==> src/rtl/dmem_pkg.sv <==
// rtl/dmem_pkg.sv - access codes, arbiter state and size helper for the data memory arbiter
package dmem_pkg;

  // Read codes (bit3 = 0); 0, 6 and 7 perform no access
  localparam logic [3:0] RW_NONE = 4'd0;
  localparam logic [3:0] RW_LB   = 4'd1;
  localparam logic [3:0] RW_LH   = 4'd2;
  localparam logic [3:0] RW_LW   = 4'd3;
  localparam logic [3:0] RW_LBU  = 4'd4;
  localparam logic [3:0] RW_LHU  = 4'd5;

  // Write codes (bit3 = 1)
  localparam logic [3:0] RW_SB   = 4'b1000;
  localparam logic [3:0] RW_SH   = 4'b1001;
  localparam logic [3:0] RW_SW   = 4'b1010;

  typedef enum logic [0:0] {
    ST_SHARED = 1'b0,
    ST_LOCKED = 1'b1
  } arb_state_e;

  // Number of bytes touched by an access code; 0 means no access at all
  function automatic logic [2:0] rw_nbytes(input logic [3:0] rw);
    logic [2:0] n;
    if (rw[3]) begin
      case (rw[2:0])
        3'd0:    n = 3'd1;
        3'd1:    n = 3'd2;
        default: n = 3'd4;
      endcase
    end else begin
      case (rw[2:0])
        3'd1, 3'd4: n = 3'd1;
        3'd2, 3'd5: n = 3'd2;
        3'd3:       n = 3'd4;
        default:    n = 3'd0;
      endcase
    end
    return n;
  endfunction

endpackage

==> src/rtl/dmem_range_chk.sv <==
// rtl/dmem_range_chk.sv - combinational out-of-range detector for one memory port
module dmem_range_chk
  import dmem_pkg::*;
#(
  parameter int unsigned MEM_SIZE = 65536
) (
  input  logic [3:0]  rw_i,
  input  logic [31:0] addr_i,
  output logic        fault_o
);

  logic [2:0]  nbytes;
  logic [32:0] end_addr;

  assign nbytes   = rw_nbytes(rw_i);
  // 33-bit sum so an address near 2^32 wraps into a fault instead of back into range
  assign end_addr = {1'b0, addr_i} + {30'd0, nbytes};
  assign fault_o  = (nbytes != 3'd0) && (end_addr > 33'(MEM_SIZE));

endmodule

==> src/rtl/dmem_arbiter.sv <==
// rtl/dmem_arbiter.sv - CPU/loader arbiter and sequencer for the single-port data memory
module dmem_arbiter
  import dmem_pkg::*;
#(
  parameter int unsigned MEM_SIZE = 65536,
  parameter int unsigned MAX_WAIT = 8
) (
  input  logic        clock,
  input  logic        rst_n,

  input  logic        cpu_valid,
  input  logic [3:0]  cpu_rw,
  input  logic [31:0] cpu_addr,
  input  logic [31:0] cpu_wdata,
  output logic        cpu_ready,
  output logic [31:0] cpu_rdata,
  output logic        cpu_fault,

  input  logic        ldr_valid,
  input  logic [3:0]  ldr_rw,
  input  logic [31:0] ldr_addr,
  input  logic [31:0] ldr_wdata,
  input  logic        ldr_lock,
  output logic        ldr_ready,
  output logic        ldr_rsp_valid,
  output logic [31:0] ldr_rsp_data,
  output logic        ldr_rsp_err,

  output logic [3:0]  mem_rw,
  output logic [31:0] mem_addr,
  output logic [31:0] mem_wdata,
  input  logic [31:0] mem_rdata,

  output logic [31:0] fault_addr
);

  localparam int unsigned    WCW      = $clog2(MAX_WAIT + 1);
  localparam logic [WCW-1:0] WAIT_MAX = WCW'(MAX_WAIT);

  arb_state_e     state_q, state_d;
  logic [WCW-1:0] wait_cnt_q, wait_cnt_d;
  logic [31:0]    fault_addr_q, fault_addr_d;
  logic           rsp_valid_q, rsp_valid_d;
  logic [31:0]    rsp_data_q, rsp_data_d;
  logic           rsp_err_q, rsp_err_d;

  logic        cpu_oor, ldr_oor;
  logic        locked, starve;
  logic        gnt_cpu, gnt_ldr;
  logic [3:0]  sel_rw;
  logic [31:0] sel_addr, sel_wdata;
  logic        sel_fault;
  logic        ldr_is_read;

  dmem_range_chk #(.MEM_SIZE(MEM_SIZE)) u_cpu_chk (
    .rw_i    (cpu_rw),
    .addr_i  (cpu_addr),
    .fault_o (cpu_oor)
  );

  dmem_range_chk #(.MEM_SIZE(MEM_SIZE)) u_ldr_chk (
    .rw_i    (ldr_rw),
    .addr_i  (ldr_addr),
    .fault_o (ldr_oor)
  );

  // The lock only holds while ldr_lock stays high; the release cycle is arbitrated as shared
  assign locked      = (state_q == ST_LOCKED) && ldr_lock;
  assign starve      = (wait_cnt_q == WAIT_MAX);
  assign ldr_is_read = !ldr_rw[3] && (rw_nbytes(ldr_rw) != 3'd0);

  // Grant decision: CPU has priority unless the loader is starving or holds a burst lock
  always_comb begin
    gnt_ldr = 1'b0;
    gnt_cpu = 1'b0;
    if (locked) begin
      gnt_ldr = ldr_valid;
    end else begin
      gnt_ldr = ldr_valid && (!cpu_valid || starve);
      gnt_cpu = cpu_valid && !gnt_ldr;
    end
  end

  // Route the winning port to the memory; an out-of-range access is turned into no access
  always_comb begin
    sel_rw    = 4'd0;
    sel_addr  = 32'd0;
    sel_wdata = 32'd0;
    sel_fault = 1'b0;
    if (gnt_cpu) begin
      sel_rw    = cpu_rw;
      sel_addr  = cpu_addr;
      sel_wdata = cpu_wdata;
      sel_fault = cpu_oor;
    end else if (gnt_ldr) begin
      sel_rw    = ldr_rw;
      sel_addr  = ldr_addr;
      sel_wdata = ldr_wdata;
      sel_fault = ldr_oor;
    end
  end

  assign mem_rw    = sel_fault ? 4'd0 : sel_rw;
  assign mem_addr  = sel_addr;
  assign mem_wdata = sel_wdata;

  assign cpu_ready = gnt_cpu;
  assign cpu_fault = gnt_cpu && cpu_oor;
  assign cpu_rdata = gnt_cpu ? mem_rdata : 32'd0;
  assign ldr_ready = gnt_ldr;

  // Next-state: lock transitions, loader starvation counter, sticky fault address, loader response
  always_comb begin
    state_d = state_q;
    if ((state_q == ST_LOCKED) && !ldr_lock) begin
      state_d = ST_SHARED;
    end
    if (gnt_ldr && ldr_lock) begin
      state_d = ST_LOCKED;
    end

    wait_cnt_d = wait_cnt_q;
    if (gnt_ldr || !ldr_valid) begin
      wait_cnt_d = '0;
    end else if (wait_cnt_q != WAIT_MAX) begin
      wait_cnt_d = wait_cnt_q + WCW'(1);
    end

    fault_addr_d = fault_addr_q;
    if (sel_fault) begin
      fault_addr_d = sel_addr;
    end

    rsp_valid_d = gnt_ldr;
    rsp_err_d   = gnt_ldr && ldr_oor;
    rsp_data_d  = (gnt_ldr && !ldr_oor && ldr_is_read) ? mem_rdata : 32'd0;
  end

  // State registers; reset drops any lock and any pending loader response at once
  always_ff @(posedge clock or negedge rst_n) begin
    if (!rst_n) begin
      state_q      <= ST_SHARED;
      wait_cnt_q   <= '0;
      fault_addr_q <= 32'd0;
      rsp_valid_q  <= 1'b0;
      rsp_data_q   <= 32'd0;
      rsp_err_q    <= 1'b0;
    end else begin
      state_q      <= state_d;
      wait_cnt_q   <= wait_cnt_d;
      fault_addr_q <= fault_addr_d;
      rsp_valid_q  <= rsp_valid_d;
      rsp_data_q   <= rsp_data_d;
      rsp_err_q    <= rsp_err_d;
    end
  end

  assign ldr_rsp_valid = rsp_valid_q;
  assign ldr_rsp_data  = rsp_data_q;
  assign ldr_rsp_err   = rsp_err_q;
  assign fault_addr    = fault_addr_q;

endmodule
==> config.mk <==
export PLATFORM = sky130hd
export DESIGN_NAME = dmem_arbiter
export DESIGN_NICKNAME = d
export VERILOG_FILES = /design/src/rtl/dmem_pkg.sv /design/src/rtl/dmem_range_chk.sv /design/src/rtl/dmem_arbiter.sv
export SDC_FILE = /design/constraint.sdc
export NUM_CORES = 1
export LEC_CHECK = 0
export BUFFER_PORTS_ARGS = -buffer_cell sky130_fd_sc_hd__buf_2
export CELL_PAD_IN_SITES_DETAIL_PLACEMENT = 1
export CELL_PAD_IN_SITES_GLOBAL_PLACEMENT = 2
export CORE_MARGIN = 5
export CORE_UTILIZATION = 25
export CTS_CLUSTER_DIAMETER = 200
export DETAILED_ROUTE_END_ITERATION = 12
export GPL_TIMING_DRIVEN = 0
export HOLD_SLACK_MARGIN = 0.15
export PLACE_DENSITY_LB_ADDON = 0.1
export SETUP_SLACK_MARGIN = 0.1
export SYNTH_ARGS = -nofsm -noshare
export SYNTH_HDL_FRONTEND = slang
export SYNTH_HIERARCHICAL = 1
export SYNTH_SLANG_ARGS = --single-unit
==> constraint.sdc <==
create_clock -name clock -period 6.1 [get_ports clock]
set_input_delay 0.305 -clock clock [delete_from_list [all_inputs] [get_ports clock]]
set_output_delay 0.305 -clock clock [all_outputs]
set_load 0.05 [all_outputs]
==> results of run 1 <==
synth_stat cells, drive strengths merged (5+ instances only):
library cell / instances
ha: 8
inv: 13
nor4: 8
nor3: 22
or2: 6
xnor2: 7
clkbuf: 12
nand4: 10
mux2: 32
a31oi: 6
a22o: 65
xor2: 9
nand3b: 6
nor2b: 8
nand3: 17
dfrtp: 71
nor2: 24
o21ai: 12
a211oi: 5
and4: 6
o31ai: 8
and3: 9
nand2: 27
a21oi: 9
buf: 20
and2: 68
logic make-up (layout without fill, tap and decap cells):
kind of cell / after synthesis / after routing / share of synthesized area [%]
other: 0 / 1 / 0
and+or+nand+nor: 226 / 226 / 26.2
DFF: 71 / 71 / 33.8
adders and majority gates: 10 / 10 / 2.67
AOI/OAI and AO/OA: 140 / 140 / 21.1
buffers and inverters: 45 / 404 / 4.17
muxes: 36 / 36 / 9.47
xor gates and xnor gates: 16 / 16 / 2.67
placed cells by master, fill, tap and decap left out, types with 5 or more instances in the layout:
cell type | synthesis | layout
buf_2 | 10 | 350
dfrtp_1 | 71 | 71
and2_1 | 68 | 68
a22o_1 | 65 | 65
nand2_1 | 27 | 27
mux2_4 | 26 | 26
nor2_1 | 24 | 24
nor3_1 | 20 | 20
nand3_1 | 17 | 17
inv_1 | 13 | 13
clkbuf_1 | 12 | 12
o21ai_0 | 12 | 12
a21oi_1 | 9 | 9
xor2_1 | 9 | 9
and3_1 | 9 | 9
clkbuf_16 | 0 | 9
ha_1 | 8 | 8
nor2b_1 | 8 | 8
o31ai_1 | 8 | 8
nand4_1 | 8 | 8
xnor2_1 | 7 | 7
mux2_2 | 6 | 6
nand3b_1 | 6 | 6
a31oi_1 | 6 | 6
nor4_1 | 6 | 6
buf_6 | 5 | 5
buf_1 | 5 | 5
a211oi_1 | 5 | 5
routing by layer:
layer  vias up  GRT usage [%]  wire, um
met2       213           31.0     11200
li1       2751              -         -
met4         0           4.54       382
met5         -              0         0
met3        21           5.06      1710
met1      2823           23.3      9740
power by group through the flow:
stage	combinational (mW)	sequential, mW	clock [mW]
2_1_floorplan	0.417	0.728	0
5_1_grt	0.902	0.554	0.567
6_report	0.855	0.546	0.524
3_5_place_dp	0.863	0.554	0
3_3_place_gp	0.854	0.552	0
4_1_cts	0.866	0.547	0.549
critical path, stage by stage:
cell,delay (ns)
buf_2,0.14
nor2b_1,0.20
a21oi_1,0.10
o21ai_0,0.42
inv_1,0.13
fa_1,0.45
nor2b_1,0.22
nor2_1,0.14
or2_1,0.24
buf_2,0.18
o31ai_1,0.27
nand3_1,0.11
a211oi_1,0.30
a31oi_1,0.26
a22o_1,0.28
buf_6,0.16
buf_6,0.16
nor2_1,0.12
buf_2,0.28
worst max-delay path by stage:
| stage | from | endpoint |
|---|---|---|
| 2_1_floorplan | ldr_rw[3] | mem_rw[0] |
| 3_3_place_gp | cpu_rw[0] | mem_rw[2] |
| 3_5_place_dp | cpu_rw[0] | mem_rw[1] |
| 4_1_cts | cpu_rw[0] | mem_rw[1] |
| 5_1_grt | cpu_rw[0] | mem_rw[0] |
| 6_report | cpu_rw[0] | mem_rw[1] |
final cells by class:
cell class / instances / area, um^2 / share of cell area, %
Tap cell: 275 / 344 / 4.51
Sequential cell: 71 / 1780 / 23.3
Inverter: 13 / 48.8 / 0.639
Clock inverter: 7 / 62.6 / 0.819
Clock buffer: 9 / 225 / 2.95
Buffer: 32 / 170 / 2.23
Timing Repair Buffer: 343 / 1750 / 22.9
Antenna cell: 1 / 2.50 / 0.0328
Multi-Input combinational cell: 428 / 3260 / 42.7
what timing repair did:
item | CTS | global route
hold endpoints to repair | 18 | 0
setup buffers | 0 | 0
setup endpoints to repair | 0 | 0
hold buffers | 1 | 0
state kept, by name, summed over array words and instances, names as in the netlist:
signal         flops
fault_addr        32
ldr_rsp_data      32
wait_cnt_q         4
ldr_rsp_err        1
ldr_rsp_valid      1
state_q            1
==> results.yml, run 1 <==
finish:
  syn2layout_area_growth_pct: 45.3
  fin_area_um2: 7640
  drive_above_1_share_pct: 46.2
  fin_util_pct: 36.6
  final_nets: 1081
  final_cells: 1179
  n_fill_cell: 2540
routing:
  drt-total-wl_um: 23100
  via_per_inst: 4.93
  drt_iter0_markers: 240
  firstDrtPassIters: 4
  postRouteAntennaNets: 0
  vias: 5808
  avgRoutedWirePerCell_um: 19.6
  drc: 0
timing:
  fin_ws_ns: 1.33
  setup-violations-final: 0
  max_slew_margin_pct: 58.8
  tns_ns: 0
  finalHoldViolCount: 0
  worst_pin_slew_ns: 0.615
  slew_viol_final: 0
  finalCritPeriodShare_pct: 78.2
  clock.fmax_mhz: 210
  post-route-min-period_ns: 4.77
  skew_ns: 0.0139
  rsz0062_at_grt: "false"
  holdWs_ns: 0.178
global_routing:
  antenna_found_initial: 0
  grt_pass1_wl_um: 35300
  gr-usage-all-layers_pct: 18.4
  grt_pass1_vias: 6242
  grt_max_degree: 54
  grt-ovfl-total: 0
worst_hold_path:
  min_to: "ldr_rsp_data[22]$_DFF_PN0_"
  min_from: "mem_rdata[22]"
  min_path_cells: 2
  hp-class: "input pin to flip-flop"
synth:
  async_flop_share_pct: 100
  synthesis.nets: 727
  synthTopCellsByArea: "dfrtp_1 (34%), a22o_1 (11%), and2_1 (8.1%)"
  ys.flop_type: "dfrtp_1"
  ys_seq_area_share_pct: 33.8
  ys_seq_elements: 71
  avgSynthCellArea_um2: 9.66
  synth_area_um2: 5260
  yosysTopAreaCell: "dfrtp_1"
  synth_edf_count: 0
  yosysWarnings: 6
  postSynthCellCount: 544
  yosysUniqueCellTypes: 55
  synth_top_cell_area_share_pct: 33.8
floorplan:
  core_region_area_um2: 20900
  initial_core_util_pct: 25.2
  die_x_um: 155
  ioPinCount: 342
  die_area_um2: 24000
  rows: 53
  die_h_um: 155
clocking:
  cts_inserted_buffers: 9
  cts_tree: "yes"
  numClockSinks: 71
  cts_resized: 0
  cts.path.max_buffers: 2
  cts.clk_slew.worst_paths_ns: 0.07
  cts_max_level: 3
  clk_latency_ns: 0.34
  cts_root_buf: "clkbuf_16"
place:
  pre_cts_slack_ns: 1.30
  place_congestion: 0.846
  hpwl_um: 19200
  portBuffers: 341
  placed_cell_area_um2: 7340
  dpl.cell_count: 1161
setup_path:
  rrSetupSlack_ns: 3.82
  cp.arrival_ns: 4.46
  startpoint_type: "input pin"
  rr_endpoint: "fault_addr[28]$_DFFE_PN0P_"
  critPathKind: "input pin to primary output"
  rr_worst_depth: 8
  end_kind: "primary output"
  crit_required_ns: 5.79
  timing.rr.start: "wait_cnt_q[0]$_DFFE_PN0P_"
  cp_max_fo: 10
pwr:
  pwr-share-clk_pct: 27.2
  finalPower_mw: 1.93
  peakVddDrop_mv: 0.137
  power_leakage_nw: 3.97
  comb_power_share_pct: 44.4
  switching_share_pct: 44.9
  power_frac_seq_pct: 28.4
  power.internal_mw: 1.06
  powerDensity_nw_per_um2: 252
  switchingPower_mw: 0.865
run:
  maxCapViolations: 0
outcome:
  outcome: "complete, no violations"
Note: power is estimated with default switching activity, not from simulation.
==> run 2: changes to the inputs <==
CORE_UTILIZATION = 23   (was 25)
clock period = 4.9 ns   (was 6.1 ns; I/O delays follow)
==> run 2 against run 1 <==
Effect of this change:
- first-iteration DRC count fell by 25%
- hold slack improved by 0.035 ns
- cell count rose by 3.6%
- critical path depth rose by 1
- combinational power rose by 27%
- core utilization fell by 1.1 points
- critical path type unchanged
- largest cell class unchanged
==> results.yml, run 2 (synthesis results as in run 1) <==
outcome:
  outcome: "complete, no violations"
clocking:
  cts_tree: "yes"
  cts.path.max_buffers: 2
  cts_inserted_buffers: 9
  clk_latency_ns: 0.35
  cts_root_buf: "clkbuf_16"
  cts_max_level: 3
  numClockSinks: 71
  cts.clk_slew.worst_paths_ns: 0.06
place:
  hpwl_um: 19500
  portBuffers: 341
  placed_cell_area_um2: 7350
  place_congestion: 0.789
worst_hold_path:
  hp-class: "input pin to flip-flop"
timing:
  clock.fmax_mhz: 223
  setup-violations-final: 0
  post-route-min-period_ns: 4.47
  tns_ns: 0
  finalCritPeriodShare_pct: 91.3
  worst_pin_slew_ns: 0.581
  finalHoldViolCount: 0
  max_slew_margin_pct: 61.3
  skew_ns: 0.0162
  rsz0062_at_grt: "true"
  slew_viol_final: 0
pwr:
  powerDensity_nw_per_um2: 310
  power_leakage_nw: 4.12
  peakVddDrop_mv: 0.168
global_routing:
  antenna_found_initial: 2
  grt_max_degree: 54
  gr-usage-all-layers_pct: 18.0
  grt_pass1_wl_um: 37200
  grt_pass1_vias: 6476
  grt-ovfl-total: 0
finish:
  n_fill_cell: 2717
  final_nets: 1114
  multi_input_area_um2: 3260
  final_cell_mix: "buf_2 (347), dfrtp_1 (71), and2_1 (68), a22o_1 (65), dlygate4sd3_1 (34)"
  diodes: 0
  drive_above_1_share_pct: 44.6
  layout_commonest_cell: "buf_2"
  ff_latch_area_um2: 1780
  fin_area_um2: 8010
  syn2layout_area_growth_pct: 52.3
setup_path:
  critPathKind: "input pin to primary output"
  startpoint_type: "input pin"
  rrSetupSlack_ns: 2.66
  cp_max_fo: 10
  end_kind: "primary output"
  crit_required_ns: 4.66
  cp.arrival_ns: 4.23
floorplan:
  core_region_area_um2: 22600
  die_x_um: 161
  ioPinCount: 342
  initial_core_util_pct: 23.3
  rows: 55
  die_h_um: 161
  die_area_um2: 26000
routing:
  drt-total-wl_um: 24200
  drt_iter0_markers: 179
  via_per_inst: 4.81
  postRouteAntennaNets: 0
  vias: 5879
  drc: 0
  firstDrtPassIters: 4
  avgRoutedWirePerCell_um: 19.8
run:
  maxCapViolations: 0
run 2: changes by cell type in the layout (fill, tap and decap cells not counted), sizes merged:
cell / delta
clkbuf: +3
diode: -1
clkinvlp: -1
buf: -3
dlygate4sd3: +33
bufinv: +1
run 2: worst paths after layout:
path                                            start                          to  cells past startpoint
max                                         cpu_rw[3]                   mem_rw[3]                     20
min                                         ldr_valid   wait_cnt_q[1]$_DFFE_PN0P_                      2
max reg2reg                 wait_cnt_q[0]$_DFFE_PN0P_  fault_addr[23]$_DFFE_PN0P_                      8
min reg2reg                fault_addr[28]$_DFFE_PN0P_  fault_addr[28]$_DFFE_PN0P_                      1
max in group asynchronous                       rst_n  ldr_rsp_data[26]$_DFF_PN0_                      3
min in group asynchronous                       rst_n  fault_addr[13]$_DFFE_PN0P_                      2
run 2: cell type report:
cell class              instances  share of cell area (%)
flip-flops and latches         71                    22.2
well taps                     285                    4.45
plain buffers                  32                    2.12
multi-input cells             428                    40.7
clock inverters                 7                    1.06
repair buffers                376                    26.0
clock buffers                   9                    2.81
inverters                      13                   0.609
run 2: through the flow:
step | setup slack [ns] | hold WS [ns] | power (mW) | utilization [%] | cells
2_1_floorplan | 0.921 | -0.0506 | 1.42 | - | 544
3_3_place_gp | 0.350 | 0.462 | 1.75 | 32.4 | 1170
3_5_place_dp | 0.248 | 0.172 | 1.77 | 32.6 | 1171
4_1_cts | 0.244 | 0.198 | 2.52 | 35.4 | 1221
5_1_grt | 0.0865 | 0.216 | 2.60 | 35.5 | 1221
6_report | 0.425 | 0.213 | 2.48 | 35.5 | 1221
run 2: metal layers:
| layer | vias to the layer above | GRT usage [%] | share of wire (%) |
|---|---|---|---|
| li1 | 2814 | - | - |
| met1 | 2836 | 21.5 | 42 |
| met2 | 198 | 32.3 | 50 |
| met3 | 27 | 4.87 | 6.4 |
| met4 | 4 | 4.27 | 1.5 |
| met5 | - | 0 | 0.10 |
run 2: what timing repair did:
| item | 4_1_cts | 5_1_grt |
|---|---|---|
| setup buffers | 0 | 0 |
| hold buffers | 34 | 0 |
| endpoints found under the setup margin | 0 | 4 |
| endpoints found under the hold margin | 51 | 0 |
| resized for setup | 0 | 4 |
run 2: power by group:
group / total (mW) / leakage [nW] / internal, mW / switching (mW)
combinational: 1.09 / 3.04 / 0.336 / 0.754
sequential: 0.680 / 0.940 / 0.648 / 0.0322
clock: 0.710 / 0.146 / 0.406 / 0.304
total: 2.48 / 4.12 / 1.39 / 1.09
run 2: critical path: stages:
cell	delay, ns
buf_2	0.14
o21ai_0	0.19
o21ai_0	0.11
nor2_1	0.20
ha_1	0.22
inv_1	0.06
fa_1	0.41
nor2b_1	0.24
nor2_1	0.16
or2_1	0.24
buf_2	0.17
xor2_1	0.19
nand4_1	0.14
o41ai_1	0.35
a31oi_1	0.20
a22o_1	0.26
buf_6	0.15
buf_6	0.16
nor2_1	0.12
clkbuf_4	0.24
